===== src/rtl/clk_div_pkg.sv =====
// clk_div_pkg: shared constants and helpers for the programmable divider.
// Holds the default counter width, the minimum legal ratio and half_up().
package clk_div_pkg;

  localparam int CNT_W_DEF = 8;
  localparam int MIN_DIV   = 2;

  // 32-bit so that n = 2^CNT_W-1 does not wrap to zero on the +1.
  function automatic logic [31:0] half_up(input logic [31:0] n);
    return (n + 32'd1) >> 1;
  endfunction

endpackage


===== src/rtl/clk_div_cfg.sv =====
// clk_div_cfg: ratio request validation, pending ratio and boundary apply.
// In: clk, rst, en, wrap, load, div_n. Out: cur_n, odd_q, cfg_err.
module clk_div_cfg
  import clk_div_pkg::*;
#(
  parameter int CNT_W       = CNT_W_DEF,
  parameter int DIV_DEFAULT = 3
) (
  input  logic             clk,
  input  logic             rst,
  input  logic             en,
  input  logic             wrap,
  input  logic             load,
  input  logic [CNT_W-1:0] div_n,
  output logic [CNT_W-1:0] cur_n,
  output logic             odd_q,
  output logic             cfg_err
);

  localparam logic [CNT_W-1:0] DEF_N = CNT_W'(DIV_DEFAULT);

  logic             pend;
  logic [CNT_W-1:0] pend_n;
  logic             load_ok;
  logic             apply;

  assign load_ok = load && (div_n >= CNT_W'(MIN_DIV));

  // Disabled divider has no period to protect, so apply at once.
  assign apply = pend && (wrap || !en);

  always_ff @(posedge clk) begin
    if (rst) begin
      pend    <= 1'b0;
      pend_n  <= DEF_N;
      cur_n   <= DEF_N;
      odd_q   <= DEF_N[0];
      cfg_err <= 1'b0;
    end else begin
      cfg_err <= load && !load_ok;
      // Apply uses the old pend_n; a coincident load waits a period.
      if (apply) begin
        cur_n <= pend_n;
        odd_q <= pend_n[0];
      end
      if (load_ok) begin
        pend   <= 1'b1;
        pend_n <= div_n;
      end else if (apply) begin
        pend <= 1'b0;
      end
    end
  end

endmodule


===== src/rtl/clk_div_n.sv =====
// clk_div_n: runtime-programmable 50% duty clock divider with period tick.
// In: clk, rst, en, div_n, load. Out: clk_out, tick, cur_n, cfg_err.
module clk_div_n
  import clk_div_pkg::*;
#(
  parameter int CNT_W       = CNT_W_DEF,
  parameter int DIV_DEFAULT = 3
) (
  input  logic             clk,
  input  logic             rst,
  input  logic             en,
  input  logic [CNT_W-1:0] div_n,
  input  logic             load,
  output logic             clk_out,
  output logic             tick,
  output logic [CNT_W-1:0] cur_n,
  output logic             cfg_err
);

  if (DIV_DEFAULT < MIN_DIV ||
      DIV_DEFAULT > (2 ** CNT_W) - 1) begin : g_bad_default
    $error("clk_div_n: DIV_DEFAULT out of range");
  end

  logic [CNT_W-1:0] ph;
  logic [CNT_W-1:0] half_n;
  logic             wrap;
  logic             odd_q;
  logic             clk_p;
  logic             clk_n;

  assign half_n = CNT_W'(half_up(32'(cur_n)));
  assign wrap   = en && (ph == cur_n - CNT_W'(1));

  clk_div_cfg #(
    .CNT_W       (CNT_W),
    .DIV_DEFAULT (DIV_DEFAULT)
  ) u_cfg (
    .clk     (clk),
    .rst     (rst),
    .en      (en),
    .wrap    (wrap),
    .load    (load),
    .div_n   (div_n),
    .cur_n   (cur_n),
    .odd_q   (odd_q),
    .cfg_err (cfg_err)
  );

  always_ff @(posedge clk) begin
    if (rst || !en) begin
      ph    <= '0;
      clk_p <= 1'b0;
      tick  <= 1'b0;
    end else begin
      ph    <= wrap ? '0 : ph + CNT_W'(1);
      clk_p <= ph < half_n;
      tick  <= ph == '0;
    end
  end

  always_ff @(negedge clk) begin
    if (rst) begin
      clk_n <= 1'b0;
    end else begin
      clk_n <= clk_p;
    end
  end

  // Odd N: AND with the half-cycle-late copy trims half a cycle off high.
  assign clk_out = odd_q ? (clk_p & clk_n) : clk_p;

endmodule

===== config.mk =====
export PLATFORM = sky130hd
export DESIGN_NAME = clk_div_n
export DESIGN_NICKNAME = d
export VERILOG_FILES = /design/src/rtl/clk_div_pkg.sv /design/src/rtl/clk_div_cfg.sv /design/src/rtl/clk_div_n.sv
export SDC_FILE = /design/constraint.sdc
export NUM_CORES = 1
export LEC_CHECK = 0
export BUFFER_PORTS_ARGS = -buffer_cell sky130_fd_sc_hd__buf_4
export CORE_ASPECT_RATIO = 0.75
export CORE_MARGIN = 2
export CORE_UTILIZATION = 39
export DETAILED_ROUTE_END_ITERATION = 6
export HOLD_SLACK_MARGIN = 0.15
export SYNTH_ARGS = -nofsm -noshare
export SYNTH_HDL_FRONTEND = slang
export SYNTH_SLANG_ARGS = --single-unit
export TNS_END_PERCENT = 5

===== constraint.sdc =====
create_clock -name clk -period 2.5 [get_ports clk]
set_input_delay 0.25 -clock clk [delete_from_list [all_inputs] [get_ports clk]]
set_output_delay 0.25 -clock clk [all_outputs]
set_load 0.01 [all_outputs]

==> metrics, run 1 <==
outcome=completed; GRT Total Usage=15.2%; first-pass GRT wire length=approximately 5400 um; highest routing layer actually used=met4; Post-synth EDFFs=0; largest net degree at the start of global routing=28; H-tree Lvls=2; total number of vias=approximately 1,300; most frequent cells in the layout=buf_4 (30), dfxtp_1 (28), nand2_1 (22), nor2_1 (17), nand2b_1 (13); post-DR vias/cell=4.90; Synth Register Bits=29; CP startpoint kind=flip-flop; register area=around 580 um2; most common cell after layout, fill and taps aside=buf_4; final net count=241; CP Data Required Time=between 2 and 2.5 ns; Net Count, Synth=roughly 220; worst-path cell chain=o21a_1, buf_4; Multi-input gate area=roughly 1000 um2; number of iterations in the first detailed-routing pass=4; Power, Total=1.01 mW; hpwl dp=around 2600 um; wire per inst=12.5 um; Static Leak=0.847 nW; Setup WS pre-CTS=around 0.16 ns; Setup Viol. Count Final=0; Hold Crit Class=primary input to flip-flop; Post-Syn Instances=approximately 190; max-cap viol count=0; worst vdd rail ir drop=roughly 240 uV; die footprint=roughly 4900 um2; PnR worst setup slack=approximately 0.078 ns; CTS root buffer=clkbuf_8; fraction of layout cells with a size suffix above 1=about a fifth; clock sinks=29; RSZ-0062 raised after global routing=no; area grow syn2layout=19.8%; crit path buf inv count=1; Seq pwr share=roughly 49%; worst-skew pair later-pin latency=~0.33 ns; Sw Pwr=246 uW; Crit Path Category=flip-flop to output port; R2R setup slack=~0.19 ns; Worst Skew=around 0.055 ns; combinational power share=11.5%; die height=60.8 um; clock slew at reported path FFs=approximately 0.060 ns; register area share after synthesis=roughly 35%; syn avg cell area=between 8 and 9 um2; CTS Buf Count=5; Sw Share=roughly a quarter; Hold WS=0.201 ns; Final TNS setup=0 ns; DRT iter0 DRCs=42; max-slew violations=0; DRT Wirelength=3420 um; clock share of power=around two fifths; Routed Antenna Nets=0; # rows=20; Fill cells=between 300 and 400; fin util=49.0%; slowest stage delay, CP=between 0.2 and 0.3 ns; Synth cell types=38; pwr dens=around 500 nW/um2; final RePlAce weighted congestion=around 0.76; # IOs=23; Slew @ Worst Pin=~0.36 ns; WL met2=~1500 um; TritonCTS clock tree=yes; Most used DFF post-synth=dfxtp_1; Worst Path Max Fanout=1; CP Capture Type=output port; slowest stage cell, crit path=dfxtp_1; DRT met1 WL=~1800 um; die width=79.8 um; vias in the first global route=about 1,200; ANT cells=0; core area=just over 4000 um2; worst rel slew slack=between 70% and 80%; Initial Utilization=roughly two fifths; Internal=approximately 760 uW; grt total ovfl=0; kind of cell adding the most delay to the critical path=flip-flops; DR WL met3=around 120 um; drt drc=0; synth warn=0; initial antenna violation count=0; Clock Path Buffers=2; WP data arrival=~2.2 ns; post-CTS setup buffer count=0; number of buffers added on ports=22; Async SR Flop Fraction=0%; Final Hold Vio Count=0; mapped cell area=about 1700 um2
==> cells in the mapped netlist, drive strengths merged (3+ instances only) <==
| library cell | number | area (um2) |
|---|---|---|
| a21o | 3 | 22.5 |
| nand2 | 22 | 82.6 |
| nand3 | 10 | 50.1 |
| inv | 5 | 18.8 |
| nor2 | 17 | 63.8 |
| nor3 | 4 | 20.0 |
| clkbuf | 9 | 33.8 |
| and3 | 4 | 26.3 |
| nand2b | 13 | 81.3 |
| buf | 4 | 35.0 |
| mux2i | 8 | 80.1 |
| xor2 | 11 | 96.3 |
| ha | 11 | 138 |
| a21oi | 8 | 40.0 |
| dfxtp | 29 | 581 |
| xnor2 | 11 | 96.3 |
==> flip-flops by register name, indices dropped and copies added (netlist names) <==
name / cells
clk_n: 1
clk_p: 1
ph: 8
tick: 1
u_cfg.cfg_err: 1
u_cfg.cur_n: 8
u_cfg.pend: 1
u_cfg.pend_n: 8
==> logic make-up after synthesis <==
kind of cell / synth area share, %
compound gates: 11.3
xor+xnor: 11.5
fa+ha+maj: 8.20
buf+inv: 5.22
flops: 34.6
mux: 4.77
simple gates: 24.5
==> timing repair <==
item / CTS / global route
endpoints found under the hold margin: 0 / 0
resized for setup: 0 / 1
endpoints found under the setup margin: 0 / 1
hold buffers: 0 / 0
==> final cells by class <==
type / instances / share of cell area [%]
clock buffer: 7 / 4.29
clock inverter: 1 / 0.187
inverter: 4 / 0.746
multi-input combinational: 146 / 50.2
sequential: 29 / 28.9
tap: 55 / 3.42
timing repair buffer: 31 / 12.2
==> metrics by stage <==
step	cells	cell area, um2
floorplan	193	1680
detailed placement	266	1920
global placement	266	1920
global route	273	2010
finish	273	2010
CTS	273	2010
==> power by group through the flow <==
| stage | Combinational (mW) | Clock [mW] | Sequential [mW] |
|---|---|---|---|
| floorplan | 0.0759 | 0.00501 | 0.501 |
| global placement | 0.116 | 0.00501 | 0.503 |
| detailed placement | 0.117 | 0.00501 | 0.503 |
| CTS | 0.117 | 0.406 | 0.493 |
| global route | 0.129 | 0.430 | 0.495 |
| finish | 0.116 | 0.399 | 0.493 |
==> per-layer routing <==
metal  up-vias  global-route usage (%)
met1       606                    19.9
met2        24                    22.4
met5         -                       0
met3         7                    3.57
li1        700                       -
met4         0                    10.7
==> worst paths after layout <==
kind,from,endpoint,depth (start not counted)
worst max-delay path,clk_n$_SDFF_NP0_,clk_out,2
worst min-delay path,div_n[1],u_cfg.pend_n[1]$_SDFFE_PP1P_,2
worst max register to register,u_cfg.cur_n[1]$_SDFFE_PP1P_,u_cfg.cur_n[7]$_SDFFE_PP0P_,7
worst min register to register,u_cfg.pend_n[2]$_SDFFE_PP0P_,u_cfg.pend_n[2]$_SDFFE_PP0P_,2
Note: power is estimated with default switching activity, not from simulation.
==> run 2, diff against run 1 <==
BUFFER_PORTS_ARGS = -buffer_cell sky130_fd_sc_hd__buf_2   (was -buffer_cell sky130_fd_sc_hd__buf_4)
HOLD_SLACK_MARGIN = default   (was 0.15)
==> run 2 against run 1 <==
First-iteration DRC count unchanged. Critical path depth unchanged. Count of clock-buffer cells in the layout down 2. Global-route usage rose by 0.91 points. Core utilization fell by 1.5 points. Non-clock buffer count unchanged. Routed wire length is 1.8% lower. Sequential power hardly changed. Flip-flop and latch count unchanged. Sequential share of layout area is 0.83 points higher. Final area is 3.0% lower. Largest power group unchanged. Highest routed layer unchanged.
==> metrics, run 2 (synthesized netlist as in run 1, its figures left out) <==
die footprint=4850 um2 (unchanged); met1 usage=23.7% (+3.8 points); Seq pwr share=50.9% (+1.9 points); combinational power share=11.2% (-0.3 points); die height=60.8 um (unchanged); total number of vias=1,321 (-1.2%); TritonCTS clock tree=yes; post-CTS setup buffer count=0 (unchanged); Final TNS setup=0 ns (unchanged); most common cell after layout, fill and taps aside=dfxtp_1; hpwl dp=2590 um (-0.87%); worst rel slew slack=77.4% (+1.6 points); H-tree Lvls=2 (unchanged); clock slew at reported path FFs=0.06 ns (about the same); final RePlAce weighted congestion=0.811 (+6.0%); number of iterations in the first detailed-routing pass=4 (unchanged); core area=4100 um2 (unchanged); clock share of power=37.9% (-1.7 points); Slew @ Worst Pin=0.336 ns (-0.0233 ns); die width=79.8 um (unchanged); Post-CTS Resized=0 (unchanged); vias in the first global route=1,238 (+3.9%); most frequent cells in the layout=dfxtp_1 (29), nand2_1 (22), buf_2 (22), nor2_1 (17), nand2b_1 (13); pwr dens=497 nW/um2 (-0.75%); clock sinks=29 (unchanged); Initial Utilization=40.9% (unchanged); largest net degree at the start of global routing=28 (unchanged); wire per inst=12.3 um (-2.2%); Sw Share=25.3% (+0.91 points); Sw Pwr=246 uW (-0.14%); R2R setup slack=0.15 ns (-0.04 ns); met2 usage=21.1% (-1.3 points); outcome=completed; Final Hold Vio Count=0 (unchanged); fraction of layout cells with a size suffix above 1=19.6% (-0.090 points); area grow syn2layout=16.2%; Worst Path Max Fanout=1 (unchanged); # IOs=23 (unchanged); drt drc=0 (unchanged); Static Leak=0.839 nW (-0.87%); max-slew violations=0 (unchanged); Fill cells=421 (+7.1%); ANT cells=0 (unchanged); Hold Crit Class=primary input to flip-flop; final net count=241 (unchanged); CP Capture Type=output port; DRT Wirelength=3360 um (-1.8%); Internal=724 uW (-4.9%); Worst Skew=0.0618 ns (+0.00644 ns); Crit Path Category=flip-flop to output port; first-pass GRT wire length=5800 um (+6.6%); Routed Antenna Nets=0 (unchanged); CP startpoint kind=flip-flop; CTS root buffer=clkbuf_8; GRT Total Usage=16.1% (+0.91 points); RSZ-0062 raised after global routing=no; max-cap viol count=0 (unchanged); CTS Buf Count=5 (unchanged); post-DR vias/cell=4.82 (-1.6%); top flop regs=ph (8), u_cfg.cur_n (8), u_cfg.pend_n (8); Setup Viol. Count Final=0 (unchanged); GR Util met3=4.32% (+0.74 points); initial antenna violation count=0 (unchanged); CP Data Required Time=2.25 ns (about the same); Top Usage Layer GRT=met1; # rows=20 (unchanged); fin util=47.6% (-1.5 points); number of buffers added to fix hold violations after cts=0 (unchanged); DRT iter0 DRCs=42 (unchanged); WP data arrival=2.17 ns (about the same); grt total ovfl=0 (unchanged); Clock Path Buffers=2 (unchanged); worst vdd rail ir drop=206 uV (-15%); worst-skew pair later-pin latency=0.34 ns (about the same); number of buffers added on ports=22 (unchanged)
==> run 2: cell types whose count changed in the layout (fill, tap and decap cells not counted) <==
cell / before / now
clkbuf_1: 1 / 0
inv_1: 5 / 6
buf_2: 0 / 22
buf_4: 30 / 8
dfxtp_2: 1 / 0
clkinv_2: 0 / 2
clkbuf_8: 6 / 5
dfxtp_1: 28 / 29
==> run 2: worst max-delay path, cell delays in order, from the launching register on <==
cell,delay [ns]
dfxtp_1,0.29
o21a_1,0.16
buf_2,0.13
==> run 2: per-layer routing <==
layer  share of wire (%)  up-vias
met5                   0        -
met4                 2.1        0
met3                 4.7        5
met2                  38       27
met1                  55      591
li1                    -      698
==> run 2: cell type report <==
cell class	instances	area, um2	share of cell area (%)
multi-input combinational	146	1010	51.8
timing repair buffer	31	190	9.74
inverter	4	15.0	0.769
clock inverter	4	17.5	0.897
tap	55	68.8	3.53
sequential	29	581	29.7
clock buffer	5	68.8	3.53
==> run 2: stage by stage <==
step	power, mW	cells	setup slack, ns	cell area (um2)	hold slack (ns)
finish	0.970	274	0.0820	1950	0.210
CTS	0.986	274	0.0664	1950	0.198
floorplan	0.582	193	0.246	1680	0.386
detailed placement	0.618	266	0.148	1870	0.450
global placement	0.617	266	0.230	1870	0.446
global route	1.03	274	0.0233	1950	0.207
==> run 2: final timing paths <==
kind	cells after the start	from	to
max reg2reg	7	u_cfg.cur_n[1]$_SDFFE_PP1P_	u_cfg.cur_n[4]$_SDFFE_PP0P_
max	2	clk_n$_SDFF_NP0_	clk_out
min reg2reg	2	u_cfg.pend_n[4]$_SDFFE_PP0P_	u_cfg.pend_n[4]$_SDFFE_PP0P_
min	2	div_n[1]	u_cfg.pend_n[1]$_SDFFE_PP1P_
==> run 2: power groups by stage <==
stage / combinational (mW) / sequential, mW / clock [mW]
floorplan: 0.0759 / 0.501 / 0.00501
global placement: 0.108 / 0.504 / 0.00501
detailed placement: 0.110 / 0.503 / 0.00501
CTS: 0.110 / 0.493 / 0.383
global route: 0.123 / 0.495 / 0.408
finish: 0.109 / 0.493 / 0.368
==> run 3, diff against run 2 <==
CORE_ASPECT_RATIO = 0.9   (was 0.75)
==> run 3 against run 2 <==
Via count is 1.7% higher. Worst setup slack better by 0.025 ns. Count of clock-buffer cells in the layout is 1 higher. Global-route usage hardly changed.
==> metrics, run 3 (synthesized netlist as in run 1, its figures left out) <==
clock slew at reported path FFs=0.06 ns (about the same); Worst Path Max Fanout=1 (unchanged); grt total ovfl=0 (unchanged); outcome=completed; post-CTS setup buffer count=0 (unchanged); WP data arrival=2.14 ns (-0.03 ns); worst-path cell chain=o21a_1, buf_2; DRT iter0 DRCs=107 (+150%); die footprint=4850 um2 (about the same); slowest stage cell, crit path=dfxtp_1; clock sinks=29 (unchanged); Final Hold Vio Count=0 (unchanged); final net count=239 (-0.83%); Post-Layout Inst Area=1920 um2 (-1.7%); CTS Buf Count=5 (unchanged); post-DR vias/cell=5.07 (+5.1%); Slew @ Worst Pin=0.375 ns (+0.0387 ns); Worst Skew=0.0522 ns (-0.00959 ns); crit path buf inv count=1 (unchanged); GRT Total Usage=16.2% (+0.041 points); Critical path origin=clk_n$_SDFF_NP0_; largest net degree at the start of global routing=27 (-3.6%); TritonCTS clock tree=yes; ANT cells=0 (unchanged); first-pass GRT wire length=5890 um (+1.7%); pwr dens=508 nW/um2 (+2.3%); CP startpoint kind=flip-flop; # rows=22 (+10%); drt drc=0 (unchanged); Setup Viol. Count Final=0 (unchanged); Power, Total=975 uW (+0.54%); DRT Wirelength=3460 um (+2.9%); initial antenna violation count=0 (unchanged); hpwl dp=2540 um (-2.0%); Static Leak=0.820 nW (-2.3%); max-cap viol count=0 (unchanged); fraction of layout cells with a size suffix above 1=19.8% (+0.18 points); Routed Antenna Nets=0 (unchanged); top flop regs=ph (8), u_cfg.cur_n (8), u_cfg.pend_n (8); CP Capture Type=output port; area grow syn2layout=14.2%; Setup WS pre-CTS=0.174 ns (+0.0258 ns); max-slew violations=0 (unchanged); DP Area=1830 um2 (-1.9%); number of buffers added on ports=22 (unchanged); # IOs=23 (unchanged); vias in the first global route=1,220 (-1.5%); Critical Path Sink=clk_out; R2R setup slack=0.17 ns (+0.02 ns); worst reg-to-reg path cell count=7 (unchanged); Crit. path cell count=2 (unchanged); worst rel slew slack=75.0% (-2.4 points); Clock Path Buffers=2 (unchanged); RSZ-0062 raised after global routing=no; most frequent cells in the layout=dfxtp_1 (27), nand2_1 (22), buf_2 (22), nor2_1 (17), nand2b_1 (13); Fill cells=403 (-4.3%); most common cell after layout, fill and taps aside=dfxtp_1; kind of cell adding the most delay to the critical path=flip-flops; hold wc startpoint=div_n[1]; worst flop-to-flop path startpoint=u_cfg.cur_n[1]$_SDFFE_PP1P_; H-tree Lvls=2 (unchanged); core area=4100 um2 (about the same); wire per inst=13.0 um (+6.4%); PnR worst setup slack=0.107 ns (+0.0252 ns); die width=73.2 um (-8.3%); slowest stage delay, CP=0.28 ns (about the same); Initial Utilization=40.9% (about the same); die height=66.3 um (+8.9%); worst-skew pair later-pin latency=0.33 ns (about the same); Crit Path Category=flip-flop to output port; total number of vias=1,343 (+1.7%); Final TNS setup=0 ns (unchanged); CTS root buffer=clkbuf_8; Hold Crit Class=primary input to flip-flop; RR Endpoint=u_cfg.cur_n[6]$_SDFFE_PP0P_; worst vdd rail ir drop=254 uV (+23%); final RePlAce weighted congestion=0.725 (-11%); CP Data Required Time=2.25 ns (about the same); number of iterations in the first detailed-routing pass=4 (unchanged)
[run 3: cell types whose count changed in the layout (fill, tap and decap cells not counted)]
cell | previous run | this run
buf_4 | 8 | 7
dfxtp_2 | 0 | 2
clkbuf_1 | 0 | 1
dfxtp_1 | 29 | 27
inv_1 | 6 | 5
buf_12 | 1 | 0
[run 3: per-stage QoR]
step / hold WS, ns / cells / utilization [%]
4_1_cts: 0.204 / 265 / 46.7
5_1_grt: 0.214 / 265 / 46.8
6_report: 0.210 / 265 / 46.8
2_1_floorplan: 0.386 / 193 / -
3_5_place_dp: 0.454 / 257 / 44.7
3_3_place_gp: 0.445 / 257 / 44.7
[run 3: how the worst min path moves through the flow]
| stage | depth (start not counted) | to | slack [ns] |
|---|---|---|---|
| 2_1_floorplan | 2 | u_cfg.pend_n[2]$_SDFFE_PP0P_ | 0.39 |
| 3_3_place_gp | 2 | u_cfg.pend_n[7]$_SDFFE_PP0P_ | 0.44 |
| 3_5_place_dp | 2 | u_cfg.pend_n[2]$_SDFFE_PP0P_ | 0.45 |
| 4_1_cts | 2 | u_cfg.pend_n[1]$_SDFFE_PP1P_ | 0.20 |
| 5_1_grt | 2 | u_cfg.pend_n[1]$_SDFFE_PP1P_ | 0.21 |
| 6_report | 2 | u_cfg.pend_n[1]$_SDFFE_PP1P_ | 0.21 |
[run 3: cell type report]
type / count / area [um2] / area share [%]
Clock buffer: 6 / 72.6 / 3.78
Clock inverter: 3 / 13.8 / 0.718
Inverter: 4 / 15.0 / 0.783
Multi-Input combinational cell: 146 / 1010 / 52.7
Sequential cell: 29 / 583 / 30.4
Tap cell: 48 / 60.1 / 3.13
Timing Repair Buffer: 29 / 163 / 8.48
[run 3: what timing repair did]
action,in CTS,in global routing
hold buffers,0,0
gates resized for setup,0,2
endpoints found under the hold margin,0,0
setup endpoints to repair,0,8
[run 3: report_power, final]
| group | switching [mW] | internal, mW | total [mW] |
|---|---|---|---|
| sequential | 0.0142 | 0.480 | 0.494 |
| clock | 0.181 | 0.195 | 0.376 |
| combinational | 0.0539 | 0.0516 | 0.106 |
[run 3: routing by layer]
layer	vias to the layer above	GRT usage, %	routed length (um)
met1	623	23.1	1800
met5	-	0	0
li1	697	-	-
met4	0	6.25	61
met3	5	5.03	88
met2	18	22.2	1510
